`src/rtl/uart_rx.sv`:
```
// UART receiver: 2-flop synchronised RxD deserialised into 5..8-bit characters with parity/framing flags.
// Strobe lands one cycle after the stop-bit mid-point sample; there is no back-pressure, so a missed strobe loses the character.
module uart_rx (
   input  logic        m_clock,
   input  logic        p_reset,
   input  logic        RxD_i,
   input  logic [15:0] Freq_Divide_Param_i,
   input  logic [1:0]  Rx_BitLength_i,
   input  logic        Rx_ParityEN_i,
   input  logic        Rx_OddParity_i,
   input  logic        Rx_Enable_i,
   output logic [7:0]  Rx_Data_o,
   output logic        Rx_Valid_o,
   output logic        Rx_ParityErr_o,
   output logic        Rx_FrameErr_o,
   output logic        Rx_Busy_o
);

   typedef enum logic [2:0] {IDLE, START, DATA, PARITY, STOP, BREAK} state_t;

   state_t      state, state_next;
   logic        rx_meta, rxs, rxs_d;
   logic [15:0] cnt;
   logic [15:0] n_lat;
   logic [1:0]  len_lat;
   logic        par_en_lat, odd_lat;
   logic [2:0]  bit_idx;
   logic [7:0]  shreg;
   logic        par_err_lat;
   logic        smp;
   logic        start_edge;
   logic [15:0] half_m1, full_m1;

   assign start_edge = rxs_d & ~rxs;
   assign half_m1    = (n_lat >> 1) - 16'd1;
   assign full_m1    = n_lat - 16'd1;

   always_ff @(posedge m_clock or negedge p_reset) begin
      if (!p_reset) begin
         rx_meta <= 1'b1;
         rxs     <= 1'b1;
         rxs_d   <= 1'b1;
      end else begin
         rx_meta <= RxD_i;
         rxs     <= rx_meta;
         rxs_d   <= rxs;
      end
   end

   always_comb begin
      state_next = state;
      smp        = 1'b0;
      case (state)
         IDLE: begin
            if (Rx_Enable_i && start_edge) state_next = START;
         end
         START: begin
            if (cnt == half_m1) begin
               smp        = 1'b1;
               state_next = rxs ? IDLE : DATA;
            end
         end
         DATA: begin
            if (cnt == full_m1) begin
               smp = 1'b1;
               // last data bit index is L-1 = 4 + length code
               if (bit_idx == {1'b1, len_lat}) state_next = par_en_lat ? PARITY : STOP;
            end
         end
         PARITY: begin
            if (cnt == full_m1) begin
               smp        = 1'b1;
               state_next = STOP;
            end
         end
         STOP: begin
            if (cnt == full_m1) begin
               smp        = 1'b1;
               state_next = rxs ? IDLE : BREAK;
            end
         end
         BREAK: begin
            if (rxs) state_next = IDLE;
         end
         default: state_next = IDLE;
      endcase
      if (state != IDLE && !Rx_Enable_i) begin
         state_next = IDLE;
         smp        = 1'b0;
      end
   end

   always_ff @(posedge m_clock or negedge p_reset) begin
      if (!p_reset) begin
         state     <= IDLE;
         Rx_Busy_o <= 1'b0;
      end else begin
         state     <= state_next;
         Rx_Busy_o <= (state_next != IDLE);
      end
   end

   always_ff @(posedge m_clock or negedge p_reset) begin
      if (!p_reset) begin
         cnt <= 16'd0;
      end else if (state_next != state || smp || state == IDLE || state == BREAK) begin
         cnt <= 16'd0;
      end else begin
         cnt <= cnt + 16'd1;
      end
   end

   always_ff @(posedge m_clock or negedge p_reset) begin
      if (!p_reset) begin
         n_lat          <= 16'd4;
         len_lat        <= 2'b00;
         par_en_lat     <= 1'b0;
         odd_lat        <= 1'b0;
         bit_idx        <= 3'd0;
         shreg          <= 8'h00;
         par_err_lat    <= 1'b0;
         Rx_Data_o      <= 8'h00;
         Rx_Valid_o     <= 1'b0;
         Rx_ParityErr_o <= 1'b0;
         Rx_FrameErr_o  <= 1'b0;
      end else begin
         Rx_Valid_o <= 1'b0;
         if (state == IDLE && state_next == START) begin
            n_lat       <= (Freq_Divide_Param_i < 16'd4) ? 16'd4 : Freq_Divide_Param_i;
            len_lat     <= Rx_BitLength_i;
            par_en_lat  <= Rx_ParityEN_i;
            odd_lat     <= Rx_OddParity_i;
            bit_idx     <= 3'd0;
            shreg       <= 8'h00;
            par_err_lat <= 1'b0;
         end
         if (smp && state == DATA) begin
            shreg[bit_idx] <= rxs;
            if (bit_idx != {1'b1, len_lat}) bit_idx <= bit_idx + 3'd1;
         end
         if (smp && state == PARITY) par_err_lat <= (^shreg) ^ rxs ^ odd_lat;
         if (smp && state == STOP) begin
            Rx_Valid_o     <= 1'b1;
            Rx_Data_o      <= shreg;
            Rx_ParityErr_o <= par_err_lat;
            Rx_FrameErr_o  <= ~rxs;
         end
      end
   end

endmodule

```
`config.mk`:
```
export PLATFORM = sky130hd
export DESIGN_NAME = uart_rx
export DESIGN_NICKNAME = d
export VERILOG_FILES = /design/src/rtl/uart_rx.sv
export SDC_FILE = /design/constraint.sdc
export NUM_CORES = 1
export LEC_CHECK = 0
export ABC_AREA = 1
export CAP_MARGIN = 10
export CORE_AREA = 2 2 104 106
export DETAILED_ROUTE_END_ITERATION = 12
export DIE_AREA = 0 0 106 108
export SLEW_MARGIN = 5
export SYNTH_ARGS = -nofsm -noshare
export SYNTH_HDL_FRONTEND = slang
export SYNTH_SLANG_ARGS = --single-unit
```
`constraint.sdc`:
```
create_clock -name m_clock -period 4.4 [get_ports m_clock]
set_input_delay 0.44 -clock m_clock [delete_from_list [all_inputs] [get_ports m_clock]]
set_output_delay 0.44 -clock m_clock [all_outputs]
set_load 0.05 [all_outputs]
```
==> metrics.txt <==
Simple-Gate Fraction of Synth Area 41.82%; first-pass GRT wire length 20240 um; DRT Pass-1 Iters 4; final worst-path setup slack 1.165 ns; full die area 11450 um^2; non-filler cells, final 841; XOR/XNOR Fraction of Synth Area 7.310%; grt total ovfl 0; vias per cell 4.962; Critical Path Sink Type flip-flop; M1 GR Usage 29.20%; critical-path maximum fanout 11; Peak VDD IR 0.2179 mV; flop2flop setup slack 1.16 ns; # diodes 0; FF+latch count, synth 66; setup repair bufs after CTS 0; Initial DRC Count 240; Synth area leaders dfrtp_1, nand2_1, inv_1; switching portion of total power 46.90%; I/O pin cnt 36; CTS max path bufs 2; Seq pwr share 33.9%; worst r2r src n_lat[1]; initial antenna violation count 0; clock tree root driver cell clkbuf_8; clk slew on worst S/H paths 0.07 ns; GPL Wtd Cong 0.9056; layout cells sized above 1 8.794%; Seq/Total Area, Yosys 36.38%; Post-Synthesis Cells 663; Ys Warns 0; total CTS buffers 9; Worst setup SP type flip-flop; RSZ-0062 raised after global routing no; area leader, netlist dfrtp_1; clock power share 20.0%; max-slew violations 0; WP data arrival 3.46 ns; CP Class flip-flop to flip-flop; Hold WS 0.08374 ns; Post-Synth Adder-Cell Area 1.099%; Mapped Nets 691; Initial Utilization 44.50%; Final Hold Vio Count 0; Syn Area/Cell 6.867 um^2; DRC Markers 0; global-route track usage on met2 38.06%; Clk Latency, worst-skew pair 0.35 ns; core area 10230 um^2; clk sinks 66; DP Worst Slack 1.167 ns; pwr dens 487.5 nW/um^2; Max Freq 309.1 MHz; worst hold path class primary input to async pin; Hold-fix buffers, CTS 0; setup tns final 0 ns; Chip Width 106 um; Layout area overhead 14.56%; largest net degree at the start of global routing 41; Post-Syn Area 4553 um^2; Final min period 3.235 ns; Final Skew 0.006472 ns; wire per inst 14.20 um; total track usage 22.70%; Slew headroom 47.46%; Comb power frac 46.1%; Final setup viols 0; placed instance count 825; Yosys cell types 33; P_int 0.001350 W; routed vias 4173; number of global-route vias before repair 4183; num rows 37; CTS tree built; FF-to-FF End bit_idx[1]; multiplexer share of the synthesized area 0%; post-DP HPWL 9388 um; GR peak layer met2; WP data required 4.63 ns; Max Cap Viol 0; Leakage 2.509 nW; top-area cell type share of the netlist area 34.08%; # resized after CTS 0; Die Height 108 um; Switch Pwr 0.001193 W; # port buffers 35; FF-to-FF path depth 17; Final Net Count 728; worst-margin pin slew 0.7808 ns; CTS HTree Levels 3; outcome complete, no violations; remaining antenna violation count 0; Final period util 73.53%; Synth Area in Compound Gates 4.836%; Routed WL 11950 um; met3 Resource Use GR 4.461%; largest family of logic cells by synthesized area simple AND/OR/NAND/NOR gates
-- Yosys cell counts (all sizes together) --
master,count
ha,4
a21oi,2
clkbuf,6
o21ai,39
nand3,62
inv,84
nor3,26
and3,2
nor2,69
dfrtp,62
nand3b,5
nand4,11
dfstp,4
or2,1
a31oi,1
nor4,2
buf,6
xor2,23
nand2,235
o2111ai,1
clkinv,3
xnor2,15
-- power by group through the flow --
stage / Clock (W) / Combinational (W) / Sequential (W)
detailed placement: 0 / 0.00116 / 0.000873
finish: 0.000508 / 0.00117 / 0.000863
CTS: 0.000519 / 0.00117 / 0.000862
floorplan: 0 / 0.000892 / 0.000845
global route: 0.000551 / 0.00133 / 0.000878
global placement: 0 / 0.00115 / 0.000869
-- cell type report --
type	count	area (um^2)
Sequential cell	66	1657
Timing Repair Buffer	38	367.9
Tap cell	136	170.2
Inverter	87	326.6
Clock inverter	5	56.30
Clock buffer	11	131.4
Fill cell	1029	5015
Multi-Input combinational cell	498	2507
-- how the worst max path moves through the flow --
stage / start / end / slack [ns] / cells after the start
2_1_floorplan: n_lat[2] / cnt[0] / 1.92 / 21
5_1_grt: n_lat[1] / bit_idx[1] / 0.81 / 19
6_report: n_lat[1] / bit_idx[1] / 1.16 / 17
3_5_place_dp: n_lat[2] / bit_idx[1] / 1.17 / 18
4_1_cts: n_lat[1] / bit_idx[1] / 1.15 / 15
3_3_place_gp: n_lat[1] / bit_idx[1] / 1.20 / 19
-- layout by cell type, fill, tap and decap left out, types with 5 or more instances in the layout --
cell type / netlist / final
nand2_1: 228 / 228
inv_1: 83 / 83
dfrtp_1: 62 / 62
nand3_1: 59 / 59
nor2_1: 53 / 53
o21ai_0: 38 / 38
clkdlybuf4s50_1: 0 / 34
xor2_1: 23 / 23
xnor2_1: 15 / 15
nor3_1: 14 / 14
nor3_2: 12 / 12
nand4_1: 11 / 11
clkbuf_8: 0 / 9
nor2_2: 8 / 8
nor2_4: 8 / 8
nand2_2: 6 / 6
nand3b_1: 5 / 5
-- cell families after synthesis --
family          count (synthesis)
buf+inv                        99
fa+ha+maj                       4
simple gates                  413
xor+xnor                       38
compound gates                 43
flops                          66
-- critical path, cell delays in order, from the launching register on --
cell       delay [ns]
dfrtp_1          0.38
inv_1            0.18
ha_1             0.27
inv_1            0.10
nor2_4           0.10
nand2_2          0.09
nor2_4           0.17
nand3_1          0.09
nand2_1          0.11
nand3b_1         0.12
nor2_2           0.21
o2111ai_1        0.15
nand2_1          0.09
nand2_1          0.07
nor2_1           0.52
nand2_1          0.20
o21ai_0          0.19
nor2_1           0.05
-- routing by layer --
metal	part of all wire (%)	wire length, um
met1	47	5573
met2	46	5482
met3	5.1	606
met4	2.4	284
met5	0	0
-- registers in the layout, summed over array words and instances, names as in the netlist --
register and count:
rxs_d 1, Rx_FrameErr_o 1, Rx_Data_o 8, n_lat 16, rxs 1, cnt 16, len_lat 2, par_err_lat 1
bit_idx 3, state 3, odd_lat 1, shreg 8, Rx_ParityErr_o 1, par_en_lat 1, Rx_Valid_o 1, Rx_Busy_o 1
rx_meta 1
-- metrics by stage --
step	area, um^2	util [%]	power, W
3_5_place_dp	5029	49.15	0.002035
3_3_place_gp	5029	49.15	0.002022
6_report	5216	50.98	0.002543
4_1_cts	5216	50.98	0.002551
5_1_grt	5216	50.98	0.002761
2_1_floorplan	4553	-	0.001737
(Power assumes the default switching activity.)
